--- config.mk ---
export PLATFORM = sky130hd
export DESIGN_NAME = inv_sweep_ctrl
export DESIGN_NICKNAME = d
export VERILOG_FILES = /design/src/rtl/inv_sweep_ctrl_pkg.sv /design/src/rtl/inv_sweep_ctrl_settle_timer.sv /design/src/rtl/inv_sweep_ctrl.sv
export SDC_FILE = /design/constraint.sdc
export NUM_CORES = 1
export LEC_CHECK = 0
export ABC_AREA = 0
export BUFFER_PORTS_ARGS = -buffer_cell sky130_fd_sc_hd__buf_2
export CORE_MARGIN = 2
export CORE_UTILIZATION = 51
export DETAILED_ROUTE_END_ITERATION = 8
export GPL_TIMING_DRIVEN = 0
export PLACE_DENSITY = 0.88
export SLEW_MARGIN = 20
export SYNTH_ARGS = -nofsm -noshare
export SYNTH_HDL_FRONTEND = slang
export SYNTH_SLANG_ARGS = --single-unit
--- constraint.sdc ---
create_clock -name i_clk -period 2.1 [get_ports i_clk]
set_clock_uncertainty 0.1 [all_clocks]
set_input_delay 0.63 -clock i_clk [delete_from_list [all_inputs] [get_ports i_clk]]
set_output_delay 0.63 -clock i_clk [all_outputs]
set_load 0.03 [all_outputs]
--- src/rtl/inv_sweep_ctrl_pkg.sv ---
// inv_sweep_ctrl_pkg: state encoding shared by the sweep controller and its bench probes.
package inv_sweep_ctrl_pkg;
    typedef enum logic [1:0] {ST_IDLE, ST_SETTLE, ST_CHECK, ST_DONE} state_t;
endpackage

--- src/rtl/inv_sweep_ctrl_settle_timer.sv ---
// settle_timer: loadable down-counter that reloads to SETTLE-1 and flags zero.
module settle_timer #(
    parameter int SETTLE = 1
) (
    input  logic i_clk,
    input  logic i_rst,
    input  logic i_load,
    input  logic i_dec,
    output logic o_zero
);
    localparam int CW = $clog2(SETTLE) + 1;
    logic [CW-1:0] r_cnt;
    always_ff @(posedge i_clk or posedge i_rst) begin
        if (i_rst)
            r_cnt <= '0;
        else if (i_load)
            r_cnt <= CW'(SETTLE - 1);
        else if (i_dec && r_cnt != '0)
            r_cnt <= r_cnt - CW'(1);
    end
    assign o_zero = (r_cnt == '0);
endmodule

--- src/rtl/inv_sweep_ctrl.sv ---
// inv_sweep_ctrl: sweeps o_x over every code, checks i_y == ~o_x after SETTLE cycles,
// counts mismatches (saturating) and keeps the first failing code.
module inv_sweep_ctrl
    import inv_sweep_ctrl_pkg::*;
#(
    parameter int WIDTH  = 4,
    parameter int SETTLE = 1,
    parameter int ERR_W  = WIDTH + 1
) (
    input  logic             i_clk,
    input  logic             i_rst,
    input  logic             i_start,
    output logic [WIDTH-1:0] o_x,
    input  logic [WIDTH-1:0] i_y,
    output logic             o_busy,
    output logic             o_done,
    output logic             o_pass,
    output logic [ERR_W-1:0] o_err_cnt,
    output logic             o_fail,
    output logic [WIDTH-1:0] o_fail_x
);
    state_t r_state, w_next;
    logic [WIDTH-1:0] r_x, r_fail_x;
    logic [ERR_W-1:0] r_err_cnt;
    logic r_fail, r_done;
    logic w_zero, w_load, w_start, w_last, w_mis;
    assign w_start = (r_state == ST_IDLE || r_state == ST_DONE) && i_start;
    assign w_last  = &r_x;
    assign w_mis   = (i_y != ~r_x);
    settle_timer #(.SETTLE(SETTLE)) u_timer (
        .i_clk  (i_clk),
        .i_rst  (i_rst),
        .i_load (w_load),
        .i_dec  (r_state == ST_SETTLE),
        .o_zero (w_zero)
    );
    always_ff @(posedge i_clk or posedge i_rst) begin
        if (i_rst)
            r_state <= ST_IDLE;
        else
            r_state <= w_next;
    end
    always_comb begin
        w_next = r_state;
        w_load = 1'b0;
        unique case (r_state)
            ST_IDLE, ST_DONE: begin
                w_next = w_start ? ST_SETTLE : r_state;
                w_load = w_start;
            end
            ST_SETTLE: w_next = w_zero ? ST_CHECK : ST_SETTLE;
            ST_CHECK: begin
                w_next = w_last ? ST_DONE : ST_SETTLE;
                w_load = !w_last;
            end
            default: w_next = ST_IDLE;
        endcase
    end
    always_ff @(posedge i_clk or posedge i_rst) begin
        if (i_rst) begin
            r_x       <= '0;
            r_err_cnt <= '0;
            r_fail    <= 1'b0;
            r_fail_x  <= '0;
            r_done    <= 1'b0;
        end else if (w_start) begin
            r_x       <= '0;
            r_err_cnt <= '0;
            r_fail    <= 1'b0;
            r_fail_x  <= '0;
            r_done    <= 1'b0;
        end else if (r_state == ST_CHECK) begin
            if (w_mis && r_err_cnt != '1)
                r_err_cnt <= r_err_cnt + ERR_W'(1);
            if (w_mis && !r_fail) begin
                r_fail   <= 1'b1;
                r_fail_x <= r_x;
            end
            if (w_last)
                r_done <= 1'b1;
            else
                r_x <= r_x + WIDTH'(1);
        end
    end
    assign o_x       = r_x;
    assign o_busy    = (r_state == ST_SETTLE) || (r_state == ST_CHECK);
    assign o_done    = r_done;
    assign o_pass    = r_done && (r_err_cnt == '0);
    assign o_err_cnt = r_err_cnt;
    assign o_fail    = r_fail;
    assign o_fail_x  = r_fail_x;
endmodule
# After elaboration in Yosys (flattened, before gate mapping)
# Index checks and enable logic that the tools add are counted.
word_totals:
  ff_bits: 18
  latch_bits: 0
  ram_bits: 0
  mem_bits_ro: 0
  inputBits: 7
  output_inout_bits: 17
  wordCells: 62
  memories: 0
op_classes:
  addsub: 3
  multipliers: 0
  div: 0
  order_cmp: 0
  eq_ne: 7
  shifts: 0
  mux: 22
  n_bitwise: 1
  n_reduce_logical: 22
op_table:
  columns: ["operator", "count"]
  rows:
  - ["$mux W4", 6]
  - ["$mux W5", 3]
  - ["$reduce_bool A2 Y1", 5]
  - ["$mux W1", 8]
  - ["$reduce_and A2 Y1", 4]
  - ["$mux W2", 3]
  - ["$pmux W2 S3", 1]
  - ["$add A5 B1 Y5 const B", 1]
  - ["$logic_and A1 B1 Y1", 5]
  - ["$logic_not A5 Y1", 1]
  - ["$ne A5 B5 Y1 const B", 1]
  - ["$add A4 B1 Y4 const B", 1]
  - ["$eq A2 B2 Y1 const B", 2]
  - ["$ne A2 B2 Y1 const B", 2]
  - ["$ne A4 B4 Y1", 1]
  - ["$not A4 Y4", 1]
  - ["$reduce_and A4 Y1", 1]
  - ["$eq A2 B1 Y1 const B", 1]
  - ["$logic_not A1 Y1", 2]
  - ["$logic_not A2 Y1", 1]
  - ["$logic_or A1 B1 Y1", 2]
  - ["$pmux W1 S2", 1]
  - ["$reduce_or A2 Y1", 1]
  - ["$sub A1 B1 Y1 const B", 1]

# Logic depth before layout (Yosys ltp)
depth:
  depth_word: 6
  mapped_depth: 7
  depth_no_buf: 7

# By module
# From an unflattened synthesis, not the netlist that was laid out.
hier_totals:
  hier_cells: 104
  hier_area_um2: 1022.2
by_module_without_submodules:
  columns: ["mod", "n_inst", "cells_each", "area_each_um2", "seq_area_each_um2"]
  rows:
  - ["inv_sweep_ctrl", 1, 100, 977.2, 425.4]
  - ["settle_timer", 1, 4, 45.0, 25.0]

# Worst setup path after synthesis
# OpenSTA, ideal clock, no wires.
synth_timing:
  kind: "reg-to-reg"
  startpoint: "register r_err_cnt[0] (netlist: o_err_cnt[0])"
  endpoint: "register r_err_cnt[2] (netlist: o_err_cnt[2])"
  setup_time_ns: 0.120
  t_arrival_ns: 1.849
  required_ns: 1.880
  path_slack_ns: 0.031
  stages_incl_launch_ff: 8
  path_buffers: 0
  period_less_slack_ns: 2.069
  path_cell_list: "dfrtp_1 > ha_1 > and3_1 > ha_1 > nand2b_1 > a41oi_4 > a21oi_1 > a31o_2"
synth_via:
  elab_chain_cells: 4
  word_cells_on_any_way: 8
  classes_between: "1 x add/sub; 1 x eq/ne; 3 x mux; 3 x reduce/logical"
synth_lines:
  columns: ["item", "line_no", "text"]
  rows:
  - ["start, declared", "inv_sweep_ctrl.sv:24", "logic [ERR_W-1:0] r_err_cnt;"]
  - ["start signal, assigned", "inv_sweep_ctrl.sv:74", "r_err_cnt <= r_err_cnt + ERR_W'(1);"]
  - ["$add A5 B1 Y5 or $ne A5 B5 Y1 (tied branches)", "inv_sweep_ctrl.sv:74, inv_sweep_ctrl.sv:73", null]
  - ["$mux W5 or $logic_and A1 B1 Y1 (tied branches)", "inv_sweep_ctrl.sv:73", "if (w_mis && r_err_cnt != '1)"]
  - ["$mux W5 or $reduce_bool A2 Y1 (tied branches)", null, null]
  - ["$mux W5 or $reduce_and A2 Y1 (tied branches)", null, null]
# Parallel ways exist; a longest one is shown, timed or not. The select of a mux whose other input is x is not followed.
# A chain may end at the register's enable or synchronous reset.

# Worst setup path in the final report
layout_timing:
  startpoint: "register r_err_cnt[1] (netlist: o_err_cnt[1])"
  endpoint: "output o_pass"
layout_via:
  elab_chain_cells: 2
layout_lines:
  columns: ["item", "line_no", "text"]
  rows:
  - ["$logic_not A5 Y1", "inv_sweep_ctrl.sv:88", "assign o_pass = r_done && (r_err_cnt == '0);"]
  - ["$logic_and A1 B1 Y1", "inv_sweep_ctrl.sv:88", null]
  - ["end, declared", "inv_sweep_ctrl.sv:17", "output logic o_pass,"]
# Every way passes these cells.

==> results.py <==
metrics = {
    "logic_synthesis": {
        "synth-seq-cells": 18,
        "postSynthNetCount": 117,
        "postSynthAreaPerCell_um2": 9.69,
        "syn_inst": 103,
        "synth_sequential_area_ratio_pct": 45.1,
        "post_synth_num_cell_types": 28,
        "postSynth.topFlopCell": "dfrtp_1",
        "count_of_flip_flops_with_a_built_in_enable_after_synthesis": 0,
        "async_reset_ff_share_pct": 100,
        "synthesis.area_um2": 998,
        "synth_warnings": 0,
    },
    "die": {
        "placement_rows": 16,
        "fp.dieW_um": 48.2,
        "die_area_um2": 2330,
        "chipHeight_um": 48.2,
        "design.core.area_um2": 1900,
        "io_pins": 24,
        "floorplan.initialDensity_pct": 52.5,
    },
    "placed_design": {
        "gp_routability_congestion": 0.819,
        "dp_hpwl_um": 1640,
        "place.port_buffers": 23,
    },
    "layout": {
        "drive_above_1_share_pct": 29.1,
        "antenna-diode-count": 0,
        "area_delta_synth_final_pct": 24.1,
        "finish.utilization_pct": 65.1,
        "fill_cells": 143,
        "most_used_cells_in_the_layout_excluding_fill_and_tap_cells": "buf_2 (22), dfrtp_1 (17), nand2_1 (11)",
        "mostFrequentLayoutCell": "buf_2",
        "num-nets-final": 150,
    },
    "cts": {
        "clkSlewWorstSetupHoldPaths_ps": 90,
        "clk_path_buf_depth": 2,
        "clkLatencyLatePin_ps": 290,
        "tritoncts_num_sinks": 18,
        "clock-root-buffer": "clkbuf_4",
        "cts.htree.levels": 1,
        "cts_tree": "yes",
        "numCtsBuffers": 3,
    },
    "timing": {
        "final.period_utilization_pct": 96.9,
        "timing.final.crit_period_ps": 2040,
        "setup_viol": 0,
        "fin_hold_ws_ps": 321,
        "report.final.hold_viol_count": 0,
        "worst_max_slew_margin_expressed_relative_to_the_limit_pct": 54.5,
        "maxSlewViolCount": 0,
        "fmax_mhz": 491,
        "worst_pin_slew_ps": 682,
        "grt_setup_unrepaired": "false",
    },
    "global_route": {
        "grt_first_pass_wirelength_um": 3330,
        "grt_antenna_before_repair": 0,
        "grt_max_degree": 19,
        "vias_in_the_first_global_route": 802,
        "global_route.usage.total_pct": 21.0,
        "gr-total-overflow": 0,
    },
    "route": {
        "vias": 907,
        "totalWireLength_um": 2350,
        "drtIter0Drc": 17,
        "avg_vias_per_cell": 5.63,
        "antenna_violating_nets_left": 0,
        "drc": 0,
        "detailedRoute.firstPassIterationCount": 4,
        "drt-wirelength-per-cell_um": 14.6,
    },
    "worst_setup_path": {
        "arrival_ps": 1310,
        "cp-end-kind": "output pin",
        "critical_path_required_ps": 1370,
        "timing.critical_path.fanout_max": 3,
        "startpoint_type": "flip-flop",
        "timing_worst_setup_path_type": "reg -> out",
    },
    "flow_run": {
        "max-cap-violations": 0,
    },
    "power": {
        "leakagePower_nw": 0.637,
        "vdd.ir_drop.worst_mv": 0.550,
        "pwr_density_cell_nw_per_um2": 1180,
    },
    "run_status": {
        "run_status": "complete, no violations",
    },
    "worst_hold_path": {
        "hp-class": "in -> async",
    },
}
cell families (layout without fill, tap and decap cells):
kind of cell | count (synthesis) | count (layout) | share of synthesized area [%]
simple gates | 43 | 43 | 21.2
compound gates | 18 | 18 | 13.5
flops | 18 | 18 | 45.1
buf+inv | 9 | 40 | 3.51
fa+ha+maj | 7 | 7 | 8.77
xor+xnor | 7 | 7 | 6.89
mux | 1 | 1 | 1.00
metal layers:
layer	vias up	wire [µm]	GRT usage (%)	part of all wire, %
met3	9	101	3.70	4.3
met2	37	1210	37.4	51
li1	422	-	-	-
met5	-	0	0	0
met1	439	981	23.7	42
met4	0	62	10.8	2.6
registers in the layout, indices dropped and copies added, names as in the netlist:
signal and count:
u_timer.r_cnt 1, r_state 2, o_done 1, o_fail 1, o_x 4, o_err_cnt 5, o_fail_x 4
report_power, final:
group | internal, mW | switching [mW] | total, mW
logic | 0.298 | 0.508 | 0.806
clock network | 0.0669 | 0.101 | 0.167
registers | 0.418 | 0.0739 | 0.492
total | 0.783 | 0.682 | 1.47
synth_stat cells (3+ instances only):
| master | count | area share, % |
|---|---|---|
| dfrtp_1 | 18 | 45 |
| nor2_1 | 10 | 3.8 |
| nand2_1 | 11 | 4.1 |
| inv_1 | 6 | 2.3 |
| xor2_1 | 5 | 4.4 |
| ha_1 | 7 | 8.8 |
| nand3_1 | 9 | 4.5 |
| o21ai_0 | 6 | 3.0 |
| a21oi_1 | 6 | 3.0 |
| nand2b_1 | 3 | 1.9 |
metrics by stage:
step	area, µm²	instances	power [mW]	setup TNS [ps]	worst slack (ps)
after floorplan	998	103	0.990	0	31.4
after global placement	1150	153	1.14	0	93.5
after detailed placement	1150	153	1.17	-2.70	-2.70
after CTS	1200	158	1.39	0	7.87
after global routing	1240	161	1.57	0	6.41
final	1240	161	1.47	0	64.8
critical path, stage by stage (launching register included):
cell,delay (ps)
dfrtp_1,400
inv_1,70
ha_1,170
and4b_1,200
buf_4,160
final cells by class:
class / instances / area (µm²) / share of cell area (%)
multi-input cells: 76 / 526 / 42.4
inverters: 6 / 22.5 / 1.82
repair buffers: 28 / 170 / 13.7
flip-flops and latches: 18 / 452 / 36.5
plain buffers: 3 / 12.5 / 1.01
well taps: 27 / 33.8 / 2.73
clock buffers: 3 / 22.5 / 1.82
final timing paths:
| kind | from | end | slack, ps | depth (start not counted) |
|---|---|---|---|---|
| max | o_err_cnt[1]$_DFFE_PP0P_ | o_pass | 60 | 4 |
| min | i_rst | o_err_cnt[4]$_DFFE_PP0P_ | 320 | 2 |
| max reg2reg | o_err_cnt[0]$_DFFE_PP0P_ | o_err_cnt[2]$_DFFE_PP0P_ | 80 | 7 |
| min reg2reg | o_fail_x[1]$_DFFE_PP0P_ | o_fail_x[1]$_DFFE_PP0P_ | 430 | 2 |
| max in group asynchronous | i_rst | o_err_cnt[0]$_DFFE_PP0P_ | 1110 | 2 |
| min in group i_clk | o_fail_x[1]$_DFFE_PP0P_ | o_fail_x[1]$_DFFE_PP0P_ | 430 | 2 |
timing repair:
item                                    CTS  global route
endpoints found under the setup margin    3             5
setup buffers                             2             3
hold buffers                              0             0
resized for setup                         1             5
No activity file was read; power rests on OpenSTA's default activity.
